File: config.mk
export PLATFORM = sky130hd
export DESIGN_NAME = conv2d_q17_sched
export DESIGN_NICKNAME = d
export VERILOG_FILES = /design/src/rtl/conv2d_q17_pkg.sv /design/src/rtl/conv2d_q17_tap_gen.sv /design/src/rtl/conv2d_q17_sched.sv
export SDC_FILE = /design/constraint.sdc
export NUM_CORES = 1
export LEC_CHECK = 0
export BUFFER_PORTS_ARGS = -buffer_cell sky130_fd_sc_hd__buf_2
export CORE_AREA = 5 5 92 94
export CTS_CLUSTER_DIAMETER = 80
export CTS_CLUSTER_SIZE = 25
export DETAILED_ROUTE_END_ITERATION = 10
export DIE_AREA = 0 0 97 99
export PLACE_DENSITY = 0.74
export SLEW_MARGIN = 5
export SYNTH_ARGS = -nofsm -noshare
export SYNTH_HDL_FRONTEND = slang
export SYNTH_SLANG_ARGS = --single-unit
File: constraint.sdc
create_clock -name clk -period 6.99 [get_ports clk]
set_input_delay 0.699 -clock clk [delete_from_list [all_inputs] [get_ports clk]]
set_output_delay 0.699 -clock clk [all_outputs]
set_load 0.02 [all_outputs]
File: src/rtl/conv2d_q17_pkg.sv
// Shared types and constants for the Q1.7 3x3 RGB convolution sequencer.
// Holds the FSM encoding and the tap index -> (ky, kx, ch) decode.
package conv2d_q17_pkg;

  localparam int unsigned KSIZE    = 3;
  localparam int unsigned CHANNELS = 3;
  localparam int unsigned TAPS     = KSIZE * KSIZE * CHANNELS;
  localparam int unsigned TAPW     = 5;

  typedef enum logic [2:0] {
    S_IDLE  = 3'd0,
    S_INIT  = 3'd1,
    S_TAP   = 3'd2,
    S_DRAIN = 3'd3,
    S_WRITE = 3'd4,
    S_FIN   = 3'd5
  } state_e;

  typedef struct packed {
    logic [1:0] ky;
    logic [1:0] kx;
    logic [1:0] ch;
  } tap_pos_t;

  // Kernel row layout is (ky*3 + kx)*3 + ch.
  function automatic tap_pos_t tap_decode(input logic [TAPW-1:0] tap);
    tap_pos_t pos;
    pos.ky = 2'(tap / TAPW'(KSIZE * CHANNELS));
    pos.kx = 2'((tap / TAPW'(CHANNELS)) % TAPW'(KSIZE));
    pos.ch = 2'(tap % TAPW'(CHANNELS));
    return pos;
  endfunction

endpackage

File: src/rtl/conv2d_q17_tap_gen.sv
// Tap counter and same-padding coordinate generator for one output pixel.
// Outputs are registered from the look-ahead tap so they line up with the FSM state.
module conv2d_q17_tap_gen
  import conv2d_q17_pkg::*;
#(
  parameter int unsigned WIDTH  = 32,
  parameter int unsigned HEIGHT = 32,
  localparam int unsigned RW    = $clog2(HEIGHT),
  localparam int unsigned CW    = $clog2(WIDTH)
) (
  input  logic            clk,
  input  logic            rst_n,
  input  logic            run_i,
  input  logic [RW-1:0]   row_i,
  input  logic [CW-1:0]   col_i,
  output logic            tap_last_o,
  output logic            img_rd_en_o,
  output logic            pad_zero_o,
  output logic [RW-1:0]   img_row_o,
  output logic [CW-1:0]   img_col_o,
  output logic [1:0]      img_ch_o,
  output logic [TAPW-1:0] k_tap_o
);

  // Two guard bits: one for the -1 offset, one so row+1 == HEIGHT never wraps.
  localparam int unsigned RSW = RW + 2;
  localparam int unsigned CSW = CW + 2;

  logic                  active_q;
  logic [TAPW-1:0]       tap_q, tap_d;
  tap_pos_t              pos;
  logic signed [RSW-1:0] r_s;
  logic signed [CSW-1:0] c_s;
  logic                  valid;
  logic                  rd_en_d, pad_d, last_d;
  logic [RW-1:0]         row_d;
  logic [CW-1:0]         col_d;
  logic [1:0]            ch_d;

  always_comb begin
    tap_d   = '0;
    if (run_i) begin
      tap_d = active_q ? tap_q + TAPW'(1) : '0;
    end
    pos     = tap_decode(tap_d);
    r_s     = RSW'(row_i) + RSW'(pos.ky) - RSW'(1);
    c_s     = CSW'(col_i) + CSW'(pos.kx) - CSW'(1);
    valid   = run_i && (r_s >= 0) && (r_s < $signed(RSW'(HEIGHT)))
                    && (c_s >= 0) && (c_s < $signed(CSW'(WIDTH)));
    rd_en_d = valid;
    pad_d   = run_i && !valid;
    row_d   = valid ? RW'(r_s) : '0;
    col_d   = valid ? CW'(c_s) : '0;
    ch_d    = run_i ? pos.ch : '0;
    last_d  = run_i && (tap_d == TAPW'(TAPS - 1));
  end

  always_ff @(posedge clk or negedge rst_n) begin
    if (!rst_n) begin
      active_q    <= 1'b0;
      tap_q       <= '0;
      tap_last_o  <= 1'b0;
      img_rd_en_o <= 1'b0;
      pad_zero_o  <= 1'b0;
      img_row_o   <= '0;
      img_col_o   <= '0;
      img_ch_o    <= '0;
      k_tap_o     <= '0;
    end else begin
      active_q    <= run_i;
      tap_q       <= tap_d;
      tap_last_o  <= last_d;
      img_rd_en_o <= rd_en_d;
      pad_zero_o  <= pad_d;
      img_row_o   <= row_d;
      img_col_o   <= col_d;
      img_ch_o    <= ch_d;
      k_tap_o     <= tap_d;
    end
  end

endmodule

File: src/rtl/conv2d_q17_sched.sv
// Sequencer for the first-layer Q1.7 3x3 same-padded convolution datapath.
// Walks filter -> row -> col -> 27 taps, drains the MAC pipe, then writes each pixel.
module conv2d_q17_sched
  import conv2d_q17_pkg::*;
#(
  parameter int unsigned WIDTH   = 32,
  parameter int unsigned HEIGHT  = 32,
  parameter int unsigned FILTERS = 28,
  parameter int unsigned MAC_LAT = 2,
  localparam int unsigned RW     = $clog2(HEIGHT),
  localparam int unsigned CW     = $clog2(WIDTH),
  localparam int unsigned FW     = $clog2(FILTERS)
) (
  input  logic            clk,
  input  logic            rst_n,
  input  logic            start,
  input  logic            abort,
  output logic            busy,
  output logic            done,
  output logic            img_rd_en,
  output logic [RW-1:0]   img_row,
  output logic [CW-1:0]   img_col,
  output logic [1:0]      img_ch,
  output logic [TAPW-1:0] k_tap,
  output logic [FW-1:0]   k_filt,
  output logic            acc_init,
  output logic            mac_en,
  output logic            pad_zero,
  output logic            out_wr,
  input  logic            out_ready,
  output logic [FW-1:0]   out_filt,
  output logic [RW-1:0]   out_row,
  output logic [CW-1:0]   out_col
);

  localparam int unsigned DW = $clog2(MAC_LAT + 1);

  state_e          state_q, state_d;
  logic [RW-1:0]   row_q, row_d;
  logic [CW-1:0]   col_q, col_d;
  logic [FW-1:0]   filt_q, filt_d;
  logic [DW-1:0]   drain_q, drain_d;
  logic            tap_last;
  logic            last_pix;
  logic            busy_d, done_d, acc_init_d, mac_en_d, out_wr_d;
  logic [FW-1:0]   k_filt_d, out_filt_d;
  logic [RW-1:0]   out_row_d;
  logic [CW-1:0]   out_col_d;

  always_ff @(posedge clk or negedge rst_n) begin
    if (!rst_n) begin
      state_q <= S_IDLE;
      row_q   <= '0;
      col_q   <= '0;
      filt_q  <= '0;
      drain_q <= '0;
    end else begin
      state_q <= state_d;
      row_q   <= row_d;
      col_q   <= col_d;
      filt_q  <= filt_d;
      drain_q <= drain_d;
    end
  end

  assign last_pix = (filt_q == FW'(FILTERS - 1)) && (row_q == RW'(HEIGHT - 1))
                 && (col_q == CW'(WIDTH - 1));

  // Next state and pixel/filter/drain counters; abort overrides everything.
  always_comb begin
    state_d = state_q;
    row_d   = row_q;
    col_d   = col_q;
    filt_d  = filt_q;
    drain_d = drain_q;
    case (state_q)
      S_IDLE:  if (start) state_d = S_INIT;
      S_INIT:  state_d = S_TAP;
      S_TAP: begin
        if (tap_last) begin
          state_d = S_DRAIN;
          drain_d = '0;
        end
      end
      S_DRAIN: begin
        if (drain_q == DW'(MAC_LAT - 1)) state_d = S_WRITE;
        else                             drain_d = drain_q + DW'(1);
      end
      S_WRITE: begin
        if (out_ready) begin
          if (last_pix) begin
            state_d = S_FIN;
            row_d   = '0;
            col_d   = '0;
            filt_d  = '0;
          end else begin
            state_d = S_INIT;
            if (col_q == CW'(WIDTH - 1)) begin
              col_d = '0;
              if (row_q == RW'(HEIGHT - 1)) begin
                row_d  = '0;
                filt_d = filt_q + FW'(1);
              end else begin
                row_d = row_q + RW'(1);
              end
            end else begin
              col_d = col_q + CW'(1);
            end
          end
        end
      end
      S_FIN:   state_d = S_IDLE;
      default: state_d = S_IDLE;
    endcase
    if (abort) begin
      state_d = S_IDLE;
      row_d   = '0;
      col_d   = '0;
      filt_d  = '0;
      drain_d = '0;
    end
  end

  // Look-ahead output decode from the next state, registered below.
  always_comb begin
    busy_d     = 1'b0;
    done_d     = 1'b0;
    acc_init_d = 1'b0;
    mac_en_d   = 1'b0;
    out_wr_d   = 1'b0;
    k_filt_d   = '0;
    out_filt_d = '0;
    out_row_d  = '0;
    out_col_d  = '0;
    case (state_d)
      S_INIT: begin
        busy_d     = 1'b1;
        acc_init_d = 1'b1;
        k_filt_d   = filt_d;
      end
      S_TAP: begin
        busy_d   = 1'b1;
        mac_en_d = 1'b1;
        k_filt_d = filt_d;
      end
      S_DRAIN: busy_d = 1'b1;
      S_WRITE: begin
        busy_d     = 1'b1;
        out_wr_d   = 1'b1;
        out_filt_d = filt_d;
        out_row_d  = row_d;
        out_col_d  = col_d;
      end
      S_FIN:   done_d = 1'b1;
      default: ;
    endcase
  end

  always_ff @(posedge clk or negedge rst_n) begin
    if (!rst_n) begin
      busy     <= 1'b0;
      done     <= 1'b0;
      acc_init <= 1'b0;
      mac_en   <= 1'b0;
      out_wr   <= 1'b0;
      k_filt   <= '0;
      out_filt <= '0;
      out_row  <= '0;
      out_col  <= '0;
    end else begin
      busy     <= busy_d;
      done     <= done_d;
      acc_init <= acc_init_d;
      mac_en   <= mac_en_d;
      out_wr   <= out_wr_d;
      k_filt   <= k_filt_d;
      out_filt <= out_filt_d;
      out_row  <= out_row_d;
      out_col  <= out_col_d;
    end
  end

  conv2d_q17_tap_gen #(
    .WIDTH  (WIDTH),
    .HEIGHT (HEIGHT)
  ) u_tap_gen (
    .clk         (clk),
    .rst_n       (rst_n),
    .run_i       (state_d == S_TAP),
    .row_i       (row_d),
    .col_i       (col_d),
    .tap_last_o  (tap_last),
    .img_rd_en_o (img_rd_en),
    .pad_zero_o  (pad_zero),
    .img_row_o   (img_row),
    .img_col_o   (img_col),
    .img_ch_o    (img_ch),
    .k_tap_o     (k_tap)
  );

endmodule
# Word-level counts from Yosys, hierarchy flattened
# Cells that the tools add are included.
[totals]
regBits = 66
inputBits = 5
out_inout_bits = 44
wordCells = 111
[op_classes]
add_sub_neg = 9
div = 4
n_lt_le_gt_ge = 4
n_eq_ne = 16
n_mux = 42
n_reduce_logical = 14
[ops]
columns = ["op", "count"]
rows = [
  ["two-way mux 5 bit", 25],
  ["adder 5 x 1 -> 5 bit, second input constant", 4],
  ["equality test 5 bit, second input constant", 4],
  ["two-way mux 3 bit", 6],
  ["one-hot mux 3 bit (5 select lines)", 1],
  ["greater-or-equal comparator 7 x 1 -> 1 bit, second input constant", 2],
  ["< comparator 7 bit, second input constant", 2],
  ["subtractor 6 x 1 -> 7 bit, second input constant", 2],
  ["adder 5 x 2 -> 6 bit", 2],
  ["equality test 3 x 2 -> 1 bit, second input constant", 4],
  ["remainder unit 5 x 2 -> 5 bit, second input constant", 2],
  ["equality test 3 bit, second input constant", 3],
  ["logical AND 1 bit", 8],
  ["two-way mux 2 bit", 4],
  ["equality test 3 x 1 -> 1 bit, second input constant", 2],
  ["divider 5 x 2 -> 5 bit, second input constant", 1],
  ["divider 5 x 4 -> 5 bit, second input constant", 1],
  ["two-way mux 1 bit", 5],
  ["one-hot mux 2 bit (2 select lines)", 1],
  ["OR reduction 4 bit", 1],
  ["zero test 3 bit", 1],
  ["inequality test 3 x 2 -> 1 bit, second input constant", 1],
  ["inequality test 3 bit, second input constant", 1],
  ["AND reduction 3 bit", 1],
  ["5 further kinds", 5],
]

# Longest topological paths before layout
[depth]
word_depth = 19
mapped_depth = 35
depth_no_buf = 35

# Cells and area by module
# From an unflattened synthesis, not the netlist that was laid out.
[unflattened]
hier_cells = 380
area_unflattened_um2 = 3833.7
[by_module_without_submodules]
columns = ["module", "n_inst", "cells_per_inst", "area_per_inst_um2", "seq_area_each_um2"]
rows = [
  ["conv2d_q17_sched", 1, 179, 2031.9, 1126.1],
  ["conv2d_q17_tap_gen", 1, 201, 1801.7, 525.5],
]

# Worst setup path before layout
# Ideal clock, no wire load.
[synth_path]
path_kind = "reg-to-reg"
startpoint = "register drain_q[0]"
endpoint = "register u_tap_gen.img_col_o[1]"
setup_time_ns = 0.066
arrival_ns = 6.743
t_required_ns = 6.924
path_slack_ns = 0.182
stages_incl_launch_ff = 34
n_path_buf = 0
synth_period_minus_slack_ns = 6.808
cell_sequence = "dfrtp_1 ha_1 and2_1 a2111oi_4 nand3_2 inv_2 nand2_1 ha_1 or2_2 a31o_2 and3_1 o21ai_0 xnor2_1 ha_1 a41oi_1 a311oi_1 nand4b_1 a221oi_4 inv_1 ha_1 nor3_1 a31oi_1 a211o_1 ha_1 inv_1 ha_1 fa_1 a21oi_1 nor2_1 nor2_1 xnor2_1 nand3_1 inv_1 and2_1"
[synth_via]
elab_chain_len = 15
word_cells_on_any_way = 22
classes_between = "4 x add/sub; 3 x div; 4 x order compare; 2 x eq/ne; 5 x mux; 4 x reduce/logical"
[synth_lines]
columns = ["element", "line", "rtl"]
rows = [
  ["start, declared", "conv2d_q17_sched.sv:42", "logic [DW-1:0] drain_q, drain_d;"],
  ["start signal, assigned", "conv2d_q17_sched.sv:62", "drain_q <= drain_d;"],
  ["equality test 2 x 1 -> 1 bit (*)", "conv2d_q17_sched.sv:86", "if (drain_q == DW'(MAC_LAT - 1)) state_d = S_WRITE;"],
  ["two-way mux 3 bit (*)", "conv2d_q17_sched.sv:86", ""],
  ["one-hot mux 3 bit (5 select lines) (*)", "conv2d_q17_sched.sv:76", "case (state_q)"],
  ["two-way mux 3 bit (*)", "conv2d_q17_sched.sv:115", "if (abort) begin"],
  ["net state_d[1]", "conv2d_q17_sched.sv:38", "state_e state_q, state_d;"],
  ["equality test 3 x 2 -> 1 bit (*)", "conv2d_q17_sched.sv:189", ".run_i (state_d == S_TAP),"],
  ["branches (longest 8 deep; another with subtractor 6 x 1 -> 7 bit)", "--", ""],
  ["logical AND 1 bit (*)", "conv2d_q17_tap_gen.sv:49", "&& (c_s >= 0) && (c_s < $signed(CSW'(WIDTH)));"],
  ["net u_tap_gen.rd_en_d", "conv2d_q17_tap_gen.sv:35", "logic rd_en_d, pad_d, last_d;"],
  ["two-way mux 5 bit (*)", "conv2d_q17_tap_gen.sv:53", "col_d = valid ? CW'(c_s) : '0;"],
  ["net u_tap_gen.col_d[1]", "conv2d_q17_tap_gen.sv:37", "logic [CW-1:0] col_d;"],
  ["end signal, assigned", "conv2d_q17_tap_gen.sv:76", "img_col_o <= col_d;"],
  ["end, declared", "conv2d_q17_tap_gen.sv:20", "output logic [CW-1:0] img_col_o,"],
]
# Mark *: on every way through the listed nets, which the timed path passes.
# A chain may end at the register's enable or synchronous reset.

# Final worst setup path
[layout_path]
startpoint = "register drain_q[0]"
endpoint = "register u_tap_gen.img_col_o[2]"
# The elaborated chain is that of the path after synthesis.

==> reports/qor.json <==
{
  "worst_clock_skew": {"value": 4.671, "unit": "ps"},
  "rr_worst_depth": {"value": 33},
  "layout-drive-gt1-share": {"value": 0.2463},
  "drc": {"value": 0},
  "initial_core_utilization": {"value": 0.5023},
  "drt_wl_total": {"value": 8566, "unit": "µm"},
  "most_frequent_standard_cell_in_the_layout_excluding_fill_and_tap_cells": {"value": "dfrtp_1"},
  "ys_async_sr_fraction": {"value": 1.000},
  "design.die.area": {"value": 9603, "unit": "µm²"},
  "p_leak": {"value": 0.002300, "unit": "µW"},
  "internal_power": {"value": 558.6, "unit": "µW"},
  "finalSetupViolations": {"value": 0},
  "vias_per_cell": {"value": 5.510},
  "syn_nets": {"value": 437},
  "power_frac_comb": {"value": 0.052},
  "ant_nets": {"value": 0},
  "crit_slowest_cell": {"value": "dfrtp_1"},
  "maxCapViolations": {"value": 0},
  "clock_power_share": {"value": 0.437},
  "core_area": {"value": 7567, "unit": "µm²"},
  "r2r_end": {"value": "u_tap_gen.img_col_o[2]"},
  "n_fill_cell": {"value": 654},
  "synthesis.instances": {"value": 401},
  "rsz_0062_raised_after_global_routing": {"value": "false"},
  "max-slew-margin-rel": {"value": 0.4819},
  "first_pass_iters": {"value": 4},
  "timing.final.hold_violations": {"value": 0},
  "first_pass_grt_wire_length": {"value": 14320, "unit": "µm"},
  "worst_setup_path_end_kind": {"value": "register"},
  "power.density_cell_area": {"value": 167.2, "unit": "nW/µm²"},
  "core.rowCount": {"value": 32},
  "layout.nets": {"value": 498},
  "r2r-start": {"value": "drain_q[0]"},
  "num_antenna_cells": {"value": 0},
  "grtUsageTotal": {"value": 0.1831},
  "total_switching_power": {"value": 190.1, "unit": "µW"},
  "finalNonFillerCells": {"value": 569},
  "finalCoreUtilization": {"value": 0.5918},
  "critical_path_arrival": {"value": 6900, "unit": "ps"},
  "multiInputGateArea": {"value": 2039, "unit": "µm²"},
  "routabilityCongestion": {"value": 0.9749},
  "dp_hpwl": {"value": 6049, "unit": "µm"},
  "cts.root.buffer_cell": {"value": "clkbuf_8"},
  "ys_dominant_reg_cell": {"value": "dfrtp_1"},
  "criticalPathCategory": {"value": "register to register"},
  "power.ir.vdd_worst": {"value": 0.08893, "unit": "mV"},
  "swShare": {"value": 0.2539},
  "die_h": {"value": 99, "unit": "µm"},
  "layout_min_cycle_time": {"value": 6600, "unit": "ps"},
  "sequentialPowerShare": {"value": 0.512},
  "setup.worst_path.start_class": {"value": "register"},
  "dp.cells": {"value": 549},
  "worst_slew_pin_slew": {"value": 777.1, "unit": "ps"},
  "synth.lib_cells_used.distinct": {"value": 57},
  "cts_inserted_buffers": {"value": 9},
  "routed_wire_length_per_instance": {"value": 15.05, "unit": "µm"},
  "synth-seq-cells": {"value": 65},
  "area.sequential": {"value": 1627, "unit": "µm²"},
  "critical_path_required": {"value": 7290, "unit": "ps"},
  "top_level_ports": {"value": 49},
  "r2r_setup_slack": {"value": 390, "unit": "ps"},
  "cts_buffer_depth": {"value": 2},
  "tritoncts": {"value": "done"},
  "post_cts_hold_buffer_count": {"value": 0},
  "area.growth.synth_to_final": {"value": 17.81, "unit": "%"},
  "via_count": {"value": 3135},
  "grt_start_max_net_pins": {"value": 66},
  "timing.final.max_slew_violations": {"value": 0},
  "average_cell_area_after_synthesis": {"value": 9.479, "unit": "µm²"},
  "worst_path_most_repeated_cell": {"value": "ha_1"},
  "cpPeakStageDelay": {"value": 390, "unit": "ps"},
  "grt_remaining_overflow": {"value": 0},
  "path_max_fanout": {"value": 8},
  "chip_width": {"value": 97, "unit": "µm"},
  "drt_iter0_drc": {"value": 242},
  "clk_pin_slew": {"value": 70, "unit": "ps"},
  "grt_pass1_vias": {"value": 3051},
  "most-common-layout-cells": {"value": "65 x dfrtp_1, 51 x nor2_1, 48 x buf_2"},
  "fmax": {"value": 151.5, "unit": "MHz"},
  "yosys_warnings": {"value": 0},
  "holdCritPathClass": {"value": "input pin to async pin"},
  "seq_area_frac_synth": {"value": 0.4279},
  "cts_htree_levels": {"value": 3},
  "design_area": {"value": 4478, "unit": "µm²"},
  "syn_area": {"value": 3801, "unit": "µm²"},
  "final_min_period_over_clock_period": {"value": 0.9442},
  "clock_latency": {"value": 360, "unit": "ps"},
  "synth_edf_count": {"value": 0},
  "run_status": {"value": "completed"},
  "place_area": {"value": 4195, "unit": "µm²"},
  "cts.sink_count": {"value": 65},
  "antenna_violations_before_repair": {"value": 0},
  "hold_slack": {"value": 500.0, "unit": "ps"},
  "placement.io_buffers": {"value": 48}
}
power groups by stage:
stage	combinational, µW	sequential, µW	clock (µW)
final	38.6	383	327
after global routing	43.3	384	347
after CTS	37.7	383	331
after detailed placement	37.5	390	0
after global placement	37.2	390	0
after floorplan	18.2	391	0
timing repair:
item,CTS,global route
pin swaps,0,8
setup buffers,0,4
endpoints found under the setup margin,5,12
gates resized for setup,2,14
metrics by stage:
step	setup WS (ps)	total power, µW	setup TNS (ps)
after floorplan	181.6	409.2	0
after global placement	121.0	427.4	0
after detailed placement	-105.3	427.5	-393.0
after CTS	39.25	751.5	0
after global routing	14.68	774.2	0
final	389.7	748.7	0
layer usage:
layer  GRT usage  vias to the layer above  wire length [µm]
met5           0                        -                 0
met4     0.09827                        0               283
met3     0.03468                       21               434
met2      0.2872                       88              3940
met1      0.2409                     1490              3908
li1            -                     1536                 -
flip-flops by register name, indices dropped and copies added (netlist names):
register,flops
busy,1
u_tap_gen.img_rd_en_o,1
row_q,5
drain_q,2
out_wr,1
u_tap_gen.img_ch_o,2
out_filt,5
u_tap_gen.tap_last_o,1
state_q,3
u_tap_gen.img_col_o,5
u_tap_gen.img_row_o,5
filt_q,5
out_row,5
out_col,5
u_tap_gen.tap_q,5
col_q,5
k_filt,5
acc_init,1
mac_en,1
u_tap_gen.pad_zero_o,1
done,1
kinds of logic (layout without fill, tap and decap cells):
family / count (synthesis) / count (layout) / share of synthesized area
flip-flops: 65 / 65 / 0.4279
AND/OR/NAND/NOR: 156 / 156 / 0.2110
buffers and inverters: 47 / 113 / 0.04937
multiplexers: 8 / 8 / 0.02238
XOR/XNOR: 16 / 16 / 0.03687
adder cells (fa/ha/maj): 31 / 31 / 0.1060
AO/OA/AOI/OAI: 78 / 78 / 0.1465
synthesized netlist by cell type (3+ instances only):
library cell	count	share of area
a21o_1	5	0.0099
a21oi_1	21	0.028
a22oi_1	3	0.0059
a31oi_1	8	0.013
and2_1	8	0.013
and3_1	8	0.013
buf_2	9	0.012
clkbuf_1	5	0.0049
dfrtp_1	65	0.43
ha_1	29	0.095
inv_1	31	0.031
mux2_2	4	0.012
mux2i_1	4	0.011
nand2_1	20	0.020
nand2b_1	4	0.0066
nand3_1	15	0.020
nand4_1	3	0.0049
nor2_1	51	0.050
nor2b_1	5	0.0082
nor3_1	12	0.016
nor3b_1	4	0.0079
o211ai_1	7	0.014
o21ai_0	13	0.017
or2_2	7	0.012
or3_1	4	0.0066
xnor2_1	12	0.028
xor2_1	4	0.0092
layout make-up:
type,instances,share of cell area
multi-input cells,289,0.4554
clock buffers,9,0.02766
repair buffers,64,0.08047
inverters,33,0.02766
well taps,102,0.02850
clock inverters,7,0.01704
flip-flops and latches,65,0.3632
how the worst max path moves through the flow:
stage | endpoint | start
floorplan | u_tap_gen.img_col_o[1] | drain_q[0]
global placement | u_tap_gen.img_col_o[1] | out_ready
detailed placement | u_tap_gen.img_row_o[1] | out_ready
CTS | u_tap_gen.img_col_o[1] | drain_q[0]
global route | u_tap_gen.img_col_o[2] | drain_q[0]
finish | u_tap_gen.img_col_o[2] | drain_q[0]
worst max-delay path, delay by kind of cell (launching register included):
| family | cells | cell delay, ps |
|---|---|---|
| AO/OA/AOI/OAI | 7 | 1660 |
| XOR/XNOR | 1 | 150 |
| adder cells (fa/ha/maj) | 7 | 1630 |
| buffers and inverters | 5 | 450 |
| flip-flops | 1 | 390 |
| AND/OR/NAND/NOR | 13 | 2250 |
Power figures use the tool's default switching activity.
